===== config.mk =====
export PLATFORM = sky130hd
export DESIGN_NAME = store_buffer_flat
export DESIGN_NICKNAME = d
export VERILOG_FILES = /design/src/rtl/store_buffer_if.sv /design/src/rtl/store_buffer.sv /design/src/flat_wrapper.sv
export SDC_FILE = /design/constraint.sdc
export NUM_CORES = 1
export LEC_CHECK = 0
export ABC_CLOCK_PERIOD_IN_PS = 7700
export CAP_MARGIN = 20
export CORE_MARGIN = 2
export CORE_UTILIZATION = 40
export CTS_BUF_LIST = sky130_fd_sc_hd__clkbuf_8
export DETAILED_ROUTE_END_ITERATION = 16
export PLACE_DENSITY = 0.63
export SETUP_SLACK_MARGIN = 0.3
export SKIP_LAST_GASP = 1
export SLEW_MARGIN = 15
export SYNTH_ARGS = -nofsm -noshare
export SYNTH_HDL_FRONTEND = slang
export SYNTH_SLANG_ARGS = --single-unit
export TNS_END_PERCENT = 50

===== constraint.sdc =====
create_clock -name clk -period 7.7 [get_ports clk]
set_input_delay 1.54 -clock clk [delete_from_list [all_inputs] [get_ports clk]]
set_output_delay 1.54 -clock clk [all_outputs]
set_load 0.05 [all_outputs]

===== src/rtl/store_buffer_if.sv =====
// Pipeline/memory-side bundle for the store buffer: store handshake, load-forward
// lookup, and the drain write port into data_memory.
interface store_buffer_if #(
  parameter int AW = 8,
  parameter int DW = 8,
  parameter int CW = 3
);
  logic          st_valid;
  logic [AW-1:0] st_addr;
  logic [DW-1:0] st_data;
  logic          st_ready;
  logic [AW-1:0] ld_addr;
  logic          ld_hit;
  logic [DW-1:0] ld_data;
  logic          mem_busy;
  logic          mem_we;
  logic [AW-1:0] mem_addr;
  logic [DW-1:0] mem_wdata;
  logic          empty;
  logic [CW-1:0] count;

  modport master (
    output st_valid, st_addr, st_data, ld_addr, mem_busy,
    input  st_ready, ld_hit, ld_data, mem_we, mem_addr, mem_wdata, empty, count
  );

  modport slave (
    input  st_valid, st_addr, st_data, ld_addr, mem_busy,
    output st_ready, ld_hit, ld_data, mem_we, mem_addr, mem_wdata, empty, count
  );
endinterface


===== src/rtl/store_buffer.sv =====
// FIFO store buffer between MEM stage and data_memory: queues retired stores,
// drains one per idle memory cycle, and forwards the youngest match to loads.
module store_buffer #(
  parameter int DEPTH = 4,
  parameter int AW    = 8,
  parameter int DW    = 8
) (
  input  logic            clk,
  input  logic            reset,
  store_buffer_if.slave   sb
);
  localparam int PW = $clog2(DEPTH);
  localparam int CW = PW + 1;

  logic [AW-1:0] addr_q  [DEPTH];
  logic [AW-1:0] addr_d  [DEPTH];
  logic [DW-1:0] data_q  [DEPTH];
  logic [DW-1:0] data_d  [DEPTH];
  logic [DEPTH-1:0] valid_q, valid_d;
  logic [PW-1:0] head_q, head_d;
  logic [PW-1:0] tail_q, tail_d;
  logic [CW-1:0] count_q, count_d;

  logic          push;
  logic          drain;
  logic          full;
  logic          hit;
  logic [DW-1:0] fwd_data;
  logic [PW-1:0] idx;

  assign full  = (count_q == CW'(DEPTH));
  assign drain = (count_q != '0) && !sb.mem_busy;
  assign push  = sb.st_valid && !full;

  always_comb begin
    addr_d  = addr_q;
    data_d  = data_q;
    valid_d = valid_q;
    head_d  = head_q;
    tail_d  = tail_q;
    count_d = count_q;
    if (push) begin
      addr_d[tail_q]  = sb.st_addr;
      data_d[tail_q]  = sb.st_data;
      valid_d[tail_q] = 1'b1;
      tail_d          = tail_q + 1'b1;
    end
    // head==tail only when full (no push) or empty (no drain), so no slot clash
    if (drain) begin
      valid_d[head_q] = 1'b0;
      head_d          = head_q + 1'b1;
    end
    case ({push, drain})
      2'b10:   count_d = count_q + 1'b1;
      2'b01:   count_d = count_q - 1'b1;
      default: count_d = count_q;
    endcase
  end

  // Scan oldest to youngest so the last match left standing is the youngest.
  always_comb begin
    hit      = 1'b0;
    fwd_data = '0;
    idx      = '0;
    for (int i = 0; i < DEPTH; i++) begin
      idx = head_q + PW'(i);
      if (valid_q[idx] && (addr_q[idx] == sb.ld_addr)) begin
        hit      = 1'b1;
        fwd_data = data_q[idx];
      end
    end
  end

  always_ff @(posedge clk or negedge reset) begin
    if (!reset) begin
      for (int i = 0; i < DEPTH; i++) begin
        addr_q[i] <= '0;
        data_q[i] <= '0;
      end
      valid_q <= '0;
      head_q  <= '0;
      tail_q  <= '0;
      count_q <= '0;
    end else begin
      addr_q  <= addr_d;
      data_q  <= data_d;
      valid_q <= valid_d;
      head_q  <= head_d;
      tail_q  <= tail_d;
      count_q <= count_d;
    end
  end

  assign sb.st_ready  = !full;
  assign sb.mem_we    = drain;
  assign sb.mem_addr  = addr_q[head_q];
  assign sb.mem_wdata = data_q[head_q];
  assign sb.ld_hit    = hit;
  assign sb.ld_data   = fwd_data;
  assign sb.empty     = (count_q == '0);
  assign sb.count     = count_q;
endmodule


===== src/flat_wrapper.sv =====
// flat-port wrapper written by rule: the top's interface ports become plain ports
module store_buffer_flat 
#(
  parameter int DEPTH = 4,
  parameter int AW    = 8,
  parameter int DW    = 8
)
  (clk, reset, sb_st_valid, sb_st_addr, sb_st_data, sb_ld_addr, sb_mem_busy, sb_st_ready, sb_ld_hit, sb_ld_data, sb_mem_we, sb_mem_addr, sb_mem_wdata, sb_empty, sb_count);
  store_buffer_if #(.AW(AW), .DW(DW), .CW(3)) sb_i ();
  input  logic clk;
  input  logic reset;
  input wire logic [$bits(sb_i.st_valid)-1:0] sb_st_valid;
  input wire logic [$bits(sb_i.st_addr)-1:0] sb_st_addr;
  input wire logic [$bits(sb_i.st_data)-1:0] sb_st_data;
  input wire logic [$bits(sb_i.ld_addr)-1:0] sb_ld_addr;
  input wire logic [$bits(sb_i.mem_busy)-1:0] sb_mem_busy;
  output wire logic [$bits(sb_i.st_ready)-1:0] sb_st_ready;
  output wire logic [$bits(sb_i.ld_hit)-1:0] sb_ld_hit;
  output wire logic [$bits(sb_i.ld_data)-1:0] sb_ld_data;
  output wire logic [$bits(sb_i.mem_we)-1:0] sb_mem_we;
  output wire logic [$bits(sb_i.mem_addr)-1:0] sb_mem_addr;
  output wire logic [$bits(sb_i.mem_wdata)-1:0] sb_mem_wdata;
  output wire logic [$bits(sb_i.empty)-1:0] sb_empty;
  output wire logic [$bits(sb_i.count)-1:0] sb_count;
  assign sb_i.st_valid = sb_st_valid;
  assign sb_i.st_addr = sb_st_addr;
  assign sb_i.st_data = sb_st_data;
  assign sb_i.ld_addr = sb_ld_addr;
  assign sb_i.mem_busy = sb_mem_busy;
  assign sb_st_ready = sb_i.st_ready;
  assign sb_ld_hit = sb_i.ld_hit;
  assign sb_ld_data = sb_i.ld_data;
  assign sb_mem_we = sb_i.mem_we;
  assign sb_mem_addr = sb_i.mem_addr;
  assign sb_mem_wdata = sb_i.mem_wdata;
  assign sb_empty = sb_i.empty;
  assign sb_count = sb_i.count;
  store_buffer #(.DEPTH(DEPTH), .AW(AW), .DW(DW)) u_core (.clk(clk), .reset(reset), .sb(sb_i));
endmodule

==> impl_metrics.env, run 1 <==
export IMPL_run_status="complete, no violations"
export IMPL_drt_met1_wl_microns=5239
export IMPL_synthCells=405
export IMPL_grt_pass1_vias=3801
export IMPL_met3RoutedLength_microns=614
export IMPL_postCtsHoldBufs=0
export IMPL_drt_wl_total_microns=11670
export IMPL_grt_overflow_total=0
export IMPL_place_detailed_instances=609
export IMPL_ant_nets=0
export IMPL_maxSlewViolCount=0
export IMPL_wire_per_inst_microns=18.65
export IMPL_drive_gt1_share_pct=31.78
export IMPL_critPathKind="primary input to output pin"
export IMPL_clock_sinks=75
export IMPL_slew_headroom_pct=32.91
export IMPL_synth_sequential_area_ratio_pct=34.46
export IMPL_vias=3599
export IMPL_drt_first_pass_iters=4
export IMPL_critical_path_startpoint_type="primary input"
export IMPL_number_of_buffers_created_by_cts=9
export IMPL_die_ar_sq_um=14570
export IMPL_yosysUniqueCellTypes=36
export IMPL_io_buffer_count=58
export IMPL_cts_tree="built"
export IMPL_effective_utilization_at_floorplan_pct=40.97
export IMPL_dp_final_hpwl_microns=8032
export IMPL_grt_use_total_pct=17.37
export IMPL_final_common_cell="sky130_fd_sc_hd__dfrtp_1"
export IMPL_totalNegativeSetupSlack_ps=0
export IMPL_setup_viol=0
export IMPL_cts_resized=0
export IMPL_ys_seq_elements=75
export IMPL_drv_max_cap_violation_count=0
export IMPL_timing_fmax_mhz=161.9
export IMPL_num_nets_final=483
export IMPL_area_growth_synth_to_final_pct=15.46
export IMPL_synthesis_area_sq_um=5446
export IMPL_worst_slew_pin_transition_ps=1004
export IMPL_wl_met2_microns=5656
export IMPL_final_setup_skew_ps=4.497
export IMPL_clock_latency_ps=360
export IMPL_postCtsSetupRepairBufs=0
export IMPL_critPathTopFamily="buffers and inverters"
export IMPL_core_rowCount=42
export IMPL_worstSetupEndpointType="output pin"
export IMPL_setup_repair_after_global_routing_missed_its_margin="no"
export IMPL_yosys_warnings=0
export IMPL_htree_num_levels=3
export IMPL_synth_avg_cell_area_sq_um=13.45
export IMPL_floorplan_io_pins=59
export IMPL_cts_clk_slew_worst_paths_ps=70
export IMPL_antenna_found_initial=0
export IMPL_worst_path_largest_cell_delay_ps=840
export IMPL_floorplan_die_width_microns=120.7
export IMPL_holdCritPathClass="register to register"
export IMPL_arrival_time_worst_endpoint_ps=4640
export IMPL_viasPerCell=5.749
export IMPL_post_route_drc_count=0
export IMPL_period_needed_ps=6175
export IMPL_clock_tree_root_cell="sky130_fd_sc_hd__clkbuf_8"
export IMPL_core_area_sq_um=13300
export IMPL_fin_worst_hold_slack_ps=517.2
export IMPL_detailedRoute_firstIterationViolations=165
export IMPL_most_common_layout_cells="74 x sky130_fd_sc_hd__dfrtp_1, 65 x sky130_fd_sc_hd__mux2_2, 57 x sky130_fd_sc_hd__clkdlybuf4s50_1, 51 x sky130_fd_sc_hd__mux4_2, 29 x sky130_fd_sc_hd__xnor2_1"
export IMPL_synthesis_nets=443
export IMPL_synth_enable_flop_cells=0
export IMPL_crit_chain="clkdlybuf4s50_1 -> nand2b_1 -> a21oi_1 -> a2111oi_0 -> o2111ai_1 -> nor2_4 -> nand2_1 -> a31oi_1 -> clkdlybuf4s50_1"
export IMPL_routabilityCongestion=0.7912
export IMPL_chipHeight_microns=120.7
export IMPL_final_min_period_over_clock_period_pct=80.20
export IMPL_asyncSetResetFlopFracSynth_pct=100.0
export IMPL_crit_slowest_cell="sky130_fd_sc_hd__clkdlybuf4s50_1"
export IMPL_hold_viol=0
export IMPL_insertedDiodeCount=0
export IMPL_ys_dominant_reg_cell="sky130_fd_sc_hd__dfrtp_1"
export IMPL_layout_core_utilization_pct=47.30
export IMPL_worst_path_most_repeated_cell="sky130_fd_sc_hd__clkdlybuf4s50_1"
export IMPL_critical_path_buf_inv_count=2
export IMPL_maximum_number_of_pins_on_one_net_before_global_route_repair=76
export IMPL_crit_path_max_fanout=17
export IMPL_cp_data_required_time_ps=6160
export IMPL_clock_tree_buffer_depth=2
export IMPL_final_instance_count_excl_fill=626
export IMPL_dr_max_layer_used="met4"
export IMPL_global_route_wire_length_before_repair_microns=19570
-- cell families (layout without fill, tap and decap cells) --
family                   Yosys count  in the layout  share of synthesized area (%)
AO/OA/AOI/OAI                     35             35                          3.928
XOR/XNOR                          37             37                          6.363
adder cells (fa/ha/maj)           10             10                          2.435
buffers and inverters             43             88                          4.549
flip-flops                        75             75                          34.46
multiplexers                     140            140                          42.52
AND/OR/NAND/NOR                   65             65                          5.743
-- routing by layer --
| layer | up-vias | GRT usage [%] |
|---|---|---|
| met4 | 0 | 5.596 |
| met2 | 90 | 28.00 |
| met5 | - | 0 |
| met3 | 15 | 4.198 |
| met1 | 1857 | 23.19 |
| li1 | 1637 | - |
-- area by class of cell --
| class | count | area, sq um |
|---|---|---|
| tap | 176 | 220.2 |
| timing repair buffer | 62 | 620.6 |
| clock inverter | 5 | 53.80 |
| inverter | 10 | 37.54 |
| clock buffer | 11 | 151.4 |
| fill | 1192 | 7007 |
| multi-input combinational | 287 | 3324 |
| sequential | 75 | 1881 |
-- flip-flops by register name (all words and copies together), names as in the netlist --
name and flops:
u_core.addr_q 32, u_core.data_q 32, u_core.head_q 2, u_core.sb.count 3
u_core.tail_q 2, u_core.valid_q 4
-- cell usage after synthesis (2+ instances only) --
library cell	count	area, sq um
sky130_fd_sc_hd__nand4_1	5	31.28
sky130_fd_sc_hd__ha_1	9	112.6
sky130_fd_sc_hd__buf_12	3	60.06
sky130_fd_sc_hd__clkbuf_1	14	52.55
sky130_fd_sc_hd__a21o_1	8	60.06
sky130_fd_sc_hd__mux4_1	12	315.3
sky130_fd_sc_hd__nand2_1	25	93.84
sky130_fd_sc_hd__nor2_1	13	48.80
sky130_fd_sc_hd__nand3_1	11	55.05
sky130_fd_sc_hd__buf_2	8	40.04
sky130_fd_sc_hd__a31oi_1	9	56.30
sky130_fd_sc_hd__inv_1	10	37.54
sky130_fd_sc_hd__xor2_1	5	43.79
sky130_fd_sc_hd__nor3_1	3	15.01
sky130_fd_sc_hd__o21ai_0	6	30.03
sky130_fd_sc_hd__mux4_2	51	1149
sky130_fd_sc_hd__mux2i_1	12	120.1
sky130_fd_sc_hd__or3_1	2	12.51
sky130_fd_sc_hd__mux2_2	65	732.0
sky130_fd_sc_hd__dfrtp_1	75	1877
sky130_fd_sc_hd__xnor2_2	3	48.80
sky130_fd_sc_hd__buf_4	5	37.54
sky130_fd_sc_hd__a21oi_1	10	50.05
sky130_fd_sc_hd__xnor2_1	29	254.0
-- worst paths after layout --
check	start	end	slack, ps	depth (start not counted)
max	sb_ld_addr[7]	sb_ld_data[4]	1520	9
min	u_core.sb.count[2]	u_core.sb.count[2]	520	1
max in group asynchronous	reset	u_core.head_q[0]	5670	1
max reg2reg	u_core.sb.count[0]	u_core.addr_q[7]	5210	5
min in group asynchronous	reset	u_core.data_q[18]	1310	1
min reg2reg	u_core.sb.count[2]	u_core.sb.count[2]	520	1
-- metrics by stage --
step / setup WS (ps) / instance area (sq um)
after detailed placement: 1553 / 6063
final: 1525 / 6289
after global placement: 1685 / 6063
after global routing: 1270 / 6289
after floorplan: 2482 / 5446
after CTS: 1502 / 6269
Power of run 1 is not shown: default switching activity piles up to over one toggle a cycle in this logic, so the estimate is an artifact.
==> inputs of run 2 (changes only) <==
Settings changed: ABC_CLOCK_PERIOD_IN_PS 7700 to 5300, PLACE_DENSITY 0.63 to 0.65.
Clock period 7.7 ns to 5.3 ns, I/O delays scaled along.
==> run 2 against run 1 <==
Clock-buffer cell count is the same. Routed wire length increased by 1.7%. Sequential share of layout area is 0.60 points lower. Via count decreased by 0.28%.
==> impl_metrics.env, run 2 (synthesis results as in run 1) <==
export IMPL_detailedRoute_firstIterationViolations=165
export IMPL_crit_path_max_fanout=21
export IMPL_dp_final_hpwl_microns=8353
export IMPL_final_min_period_over_clock_period_pct=88.92
export IMPL_drt_first_pass_iters=4
export IMPL_cts_clk_slew_worst_paths_ps=70
export IMPL_routabilityCongestion=0.8022
export IMPL_effective_utilization_at_floorplan_pct=40.97
export IMPL_number_of_buffers_created_by_cts=9
export IMPL_core_area_sq_um=13300
export IMPL_ant_nets=0
export IMPL_run_status="complete, no violations"
export IMPL_most_common_layout_cells="74 x sky130_fd_sc_hd__dfrtp_1, 65 x sky130_fd_sc_hd__mux2_2, 51 x sky130_fd_sc_hd__mux4_2, 48 x sky130_fd_sc_hd__clkdlybuf4s50_1, 29 x sky130_fd_sc_hd__xnor2_1"
export IMPL_worst_path_largest_cell_delay_ps=600
export IMPL_insertedDiodeCount=0
export IMPL_reg_largest_list="u_core.addr_q x32, u_core.data_q x32, u_core.valid_q x4"
export IMPL_arrival_time_worst_endpoint_ps=3650
export IMPL_grt_pass1_vias=3739
export IMPL_post_route_drc_count=0
export IMPL_setup_viol=0
export IMPL_maxSlewViolCount=0
export IMPL_htree_num_levels=3
export IMPL_io_buffer_count=58
export IMPL_final_setup_skew_ps=7.911
export IMPL_drv_max_cap_violation_count=0
export IMPL_worst_path_stages=9
export IMPL_cts_tree="built"
export IMPL_viasPerCell=5.724
export IMPL_global_route_wire_length_before_repair_microns=19800
export IMPL_critical_path_startpoint_type="register"
export IMPL_floorplan_die_width_microns=120.7
export IMPL_vias=3589
export IMPL_period_needed_ps=4713
export IMPL_postCtsSetupRepairBufs=0
export IMPL_area_growth_synth_to_final_pct=17.83
export IMPL_worst_slew_pin_transition_ps=969.3
export IMPL_critical_path_buf_inv_count=3
export IMPL_clock_tree_root_cell="sky130_fd_sc_hd__clkbuf_8"
export IMPL_holdCritPathClass="register to register"
export IMPL_slew_headroom_pct=35.22
export IMPL_floorplan_io_pins=59
export IMPL_clock_sinks=75
export IMPL_critPathKind="register to output pin"
export IMPL_num_nets_final=484
export IMPL_antenna_found_initial=0
export IMPL_core_rowCount=42
export IMPL_worst_setup_path_endpoint="sb_ld_data[6]"
export IMPL_crit_reg2reg_capture="u_core.data_q[8]"
export IMPL_fin_ws_ps=587.5
export IMPL_setup_repair_after_global_routing_missed_its_margin="no"
export IMPL_wire_per_inst_microns=18.94
export IMPL_r2r_worst_path_cells=5
export IMPL_worstSetupEndpointType="output pin"
export IMPL_grt_use_total_pct=17.65
export IMPL_clock_latency_ps=370
export IMPL_maximum_number_of_pins_on_one_net_before_global_route_repair=47
export IMPL_clock_tree_buffer_depth=2
export IMPL_drive_gt1_share_pct=34.37
export IMPL_cp_startpoint="u_core.head_q[0]"
export IMPL_cp_data_required_time_ps=4240
export IMPL_hold_viol=0
export IMPL_rr_startpoint="u_core.sb.count[0]"
export IMPL_chipHeight_microns=120.7
export IMPL_grt_overflow_total=0
export IMPL_timing_fmax_mhz=212.2
export IMPL_crit_chain="inv_1 -> ha_4 -> buf_4 -> mux4_1 -> xnor2_1 -> nand3_1 -> or3_1 -> a31oi_1 -> buf_12"
export IMPL_final_common_cell="sky130_fd_sc_hd__dfrtp_1"
export IMPL_crit_slowest_cell="sky130_fd_sc_hd__or3_1"
export IMPL_die_ar_sq_um=14570
export IMPL_placed_cell_area_sq_um=6166
export IMPL_register_to_register_setup_slack_ps=2840
export IMPL_critPathTopFamily="buffers and inverters"
export IMPL_postLayoutCellArea_sq_um=6417
export IMPL_preCtsSetupSlack_ps=726.9
export IMPL_drt_wl_total_microns=11880
export IMPL_totalNegativeSetupSlack_ps=0
==> run 2: per-stage QoR <==
step | hold slack [ps] | util (%) | std cells
after floorplan | 517.1 | - | 405
after global placement | 518.7 | 46.38 | 611
after detailed placement | 514.8 | 46.38 | 611
after CTS | 529.1 | 48.09 | 627
after global routing | 557.1 | 48.27 | 627
final | 522.7 | 48.27 | 627
==> run 2: layer usage <==
metal  track usage [%]  share of wire (%)  routed length (microns)
met1             23.50                 45                     5357
met2             28.25                 48                     5755
met3             5.283                5.5                      659
met4             4.651               0.88                      104
met5                 0                  0                        0
==> run 2: cell type report <==
| class | count | area (sq um) |
|---|---|---|
| Tap cell | 176 | 220.2 |
| Fill cell | 1150 | 6878 |
| Multi-Input combinational cell | 287 | 3346 |
| Timing Repair Buffer | 63 | 705.7 |
| Clock buffer | 11 | 151.4 |
| Inverter | 10 | 37.54 |
| Clock inverter | 5 | 76.32 |
| Sequential cell | 75 | 1881 |
==> run 2: worst min-delay path by stage <==
stage,startpoint,depth (start not counted),slack [ps],end
floorplan,u_core.addr_q[2],1,520,u_core.addr_q[2]
global placement,u_core.sb.count[2],1,520,u_core.sb.count[2]
detailed placement,u_core.sb.count[2],1,510,u_core.sb.count[2]
CTS,u_core.sb.count[2],1,530,u_core.sb.count[2]
global route,u_core.sb.count[2],1,560,u_core.sb.count[2]
finish,u_core.sb.count[2],1,520,u_core.sb.count[2]
==> run 2: timing repair <==
| item | 4_1_cts | 5_1_grt |
|---|---|---|
| endpoints found under the setup margin | 0 | 8 |
| gates resized for setup | 0 | 3 |
| hold buffers | 0 | 0 |
Power of run 2 is left out for the same reason.
==> inputs of run 3 (changes only) <==
Settings changed: PLACE_DENSITY 0.65 to 0.73.
==> run 3 against run 2 <==
Die area unchanged. Worst hold slack improved by 11 ps. Clock-buffer cell count shrank 1. Non-clock buffer count unchanged. Routed wire length fell by 1.0%. Worst setup slack lost 46 ps. Via count is 2.4% higher. Utilization down 0.34 points. Sequential share of layout area is 0.21 points higher. Fmax down 0.96%. Final cell count down 0.16%. First-iteration DRC count grew 36%. Critical path type unchanged. Highest routed layer unchanged.
==> impl_metrics.env, run 3 (synthesis results as in run 1) <==
export IMPL_run_status="complete, no violations"
export IMPL_setup_viol=0
export IMPL_final_setup_skew_ps=7.808
export IMPL_antenna_found_initial=0
export IMPL_cp_data_required_time_ps=4240
export IMPL_maxSlewViolCount=0
export IMPL_clock_latency_ps=350
export IMPL_crit_path_max_fanout=18
export IMPL_number_of_buffers_created_by_cts=9
export IMPL_effective_utilization_at_floorplan_pct=40.97
export IMPL_drive_gt1_share_pct=34.44
export IMPL_global_route_wire_length_before_repair_microns=19410
export IMPL_area_growth_synth_to_final_pct=17.00
export IMPL_multi_input_comb_area_sq_um=3339
export IMPL_postCtsHoldBufs=0
export IMPL_r2r_worst_path_cells=5
export IMPL_hold_path_cell_count=1
export IMPL_ant_nets=0
export IMPL_wire_per_inst_microns=18.78
export IMPL_dp_final_hpwl_microns=8314
export IMPL_hold_path_startpoint="u_core.sb.count[2]"
export IMPL_maximum_number_of_pins_on_one_net_before_global_route_repair=44
export IMPL_clock_sinks=75
export IMPL_fill_cells=1168
export IMPL_postLayoutCellArea_sq_um=6372
export IMPL_floorplan_io_pins=59
export IMPL_drt_first_pass_iters=4
export IMPL_most_common_layout_cells="74 x sky130_fd_sc_hd__dfrtp_1, 65 x sky130_fd_sc_hd__mux2_2, 51 x sky130_fd_sc_hd__mux4_2, 48 x sky130_fd_sc_hd__clkdlybuf4s50_1, 29 x sky130_fd_sc_hd__xnor2_1"
export IMPL_grt_use_total_pct=16.97
export IMPL_final_seq_area_sq_um=1881
export IMPL_vias=3675
export IMPL_rr_startpoint="u_core.sb.count[0]"
export IMPL_grt_overflow_total=0
export IMPL_core_rowCount=42
export IMPL_cts_tree="built"
export IMPL_hold_viol=0
export IMPL_worstSetupEndpointType="output pin"
export IMPL_totalNegativeSetupSlack_ps=0
export IMPL_cts_clk_slew_worst_paths_ps=70
export IMPL_critical_path_startpoint_type="register"
export IMPL_arrival_time_worst_endpoint_ps=3700
export IMPL_routabilityCongestion=0.8370
export IMPL_drv_max_cap_violation_count=0
export IMPL_clock_tree_buffer_depth=2
export IMPL_die_ar_sq_um=14570
export IMPL_holdCritPathClass="register to register"
export IMPL_io_buffer_count=58
export IMPL_period_needed_ps=4758
export IMPL_htree_num_levels=3
export IMPL_drt_wl_total_microns=11760
export IMPL_hold_path_end="u_core.sb.count[2]"
export IMPL_floorplan_die_width_microns=120.7
export IMPL_viasPerCell=5.871
export IMPL_detailedRoute_firstIterationViolations=224
export IMPL_placed_cell_area_sq_um=6166
export IMPL_slew_headroom_pct=32.45
export IMPL_register_to_register_setup_slack_ps=2830
export IMPL_fin_worst_hold_slack_ps=533.5
export IMPL_setup_repair_after_global_routing_missed_its_margin="yes"
export IMPL_critPathKind="register to output pin"
export IMPL_insertedDiodeCount=0
export IMPL_grt_pass1_vias=3709
export IMPL_clock_tree_root_cell="sky130_fd_sc_hd__clkbuf_8"
export IMPL_reg_largest_list="u_core.addr_q x32, u_core.data_q x32, u_core.valid_q x4"
export IMPL_core_area_sq_um=13300
export IMPL_num_nets_final=484
export IMPL_chipHeight_microns=120.7
export IMPL_crit_reg2reg_capture="u_core.addr_q[4]"
export IMPL_final_min_period_over_clock_period_pct=89.78
export IMPL_final_common_cell="sky130_fd_sc_hd__dfrtp_1"
export IMPL_post_route_drc_count=0
export IMPL_worst_slew_pin_transition_ps=1011
export IMPL_timing_fmax_mhz=210.2
==> run 3: area by class of cell <==
| type | count | share of cell area, % |
|---|---|---|
| multi-input cells | 287 | 52.41 |
| clock inverters | 5 | 0.8443 |
| clock buffers | 10 | 2.160 |
| repair buffers | 63 | 11.03 |
| inverters | 10 | 0.5890 |
| flip-flops and latches | 75 | 29.51 |
| well taps | 176 | 3.456 |
==> run 3: worst max path at each step <==
stage                     cells past startpoint       endpoint             start  slack [ps]
final                                        10  sb_ld_data[5]  u_core.head_q[0]         540
after global routing                         10  sb_ld_data[5]  u_core.head_q[0]         290
after CTS                                    10  sb_ld_data[0]  u_core.head_q[0]         460
after detailed placement                     10  sb_ld_data[0]  u_core.head_q[0]         680
after global placement                        9  sb_ld_data[5]     sb_ld_addr[7]         760
after floorplan                              13  sb_ld_data[0]  u_core.head_q[0]         590
==> run 3: routing by layer <==
| layer | vias up | routed length, microns | share of wire [%] | track usage (%) |
|---|---|---|---|---|
| met5 | - | 0 | 0 | 0 |
| met4 | 0 | 129 | 1.1 | 5.669 |
| met3 | 14 | 596 | 5.1 | 3.255 |
| met2 | 106 | 5973 | 51 | 28.43 |
| met1 | 1927 | 5056 | 43 | 22.19 |
| li1 | 1628 | - | - | - |
==> run 3: metrics by stage <==
step	instances	utilization, %	setup slack, ps
4_1_cts	626	47.89	455.8
6_report	626	47.93	541.9
5_1_grt	626	47.93	286.4
3_3_place_gp	611	46.38	757.5
3_5_place_dp	611	46.38	682.2
2_1_floorplan	405	-	594.2
==> run 3: worst max-delay path, cell delays in order, from the launching register on <==
cell and delay (ps):
sky130_fd_sc_hd__dfrtp_4 480, sky130_fd_sc_hd__inv_1 210, sky130_fd_sc_hd__ha_4 350, sky130_fd_sc_hd__mux4_2 550
sky130_fd_sc_hd__xnor2_1 180, sky130_fd_sc_hd__nand4_1 160, sky130_fd_sc_hd__nor3_2 590, sky130_fd_sc_hd__nand2_1 110
sky130_fd_sc_hd__a21o_1 180, sky130_fd_sc_hd__a31oi_1 330, sky130_fd_sc_hd__buf_12 190
==> run 3: what timing repair did <==
action	CTS	global route
gates cloned	0	0
pin swaps	0	0
setup endpoints to repair	1	2
gates resized for setup	1	1
buffers inserted	0	0
Power of run 3 is left out for the same reason.
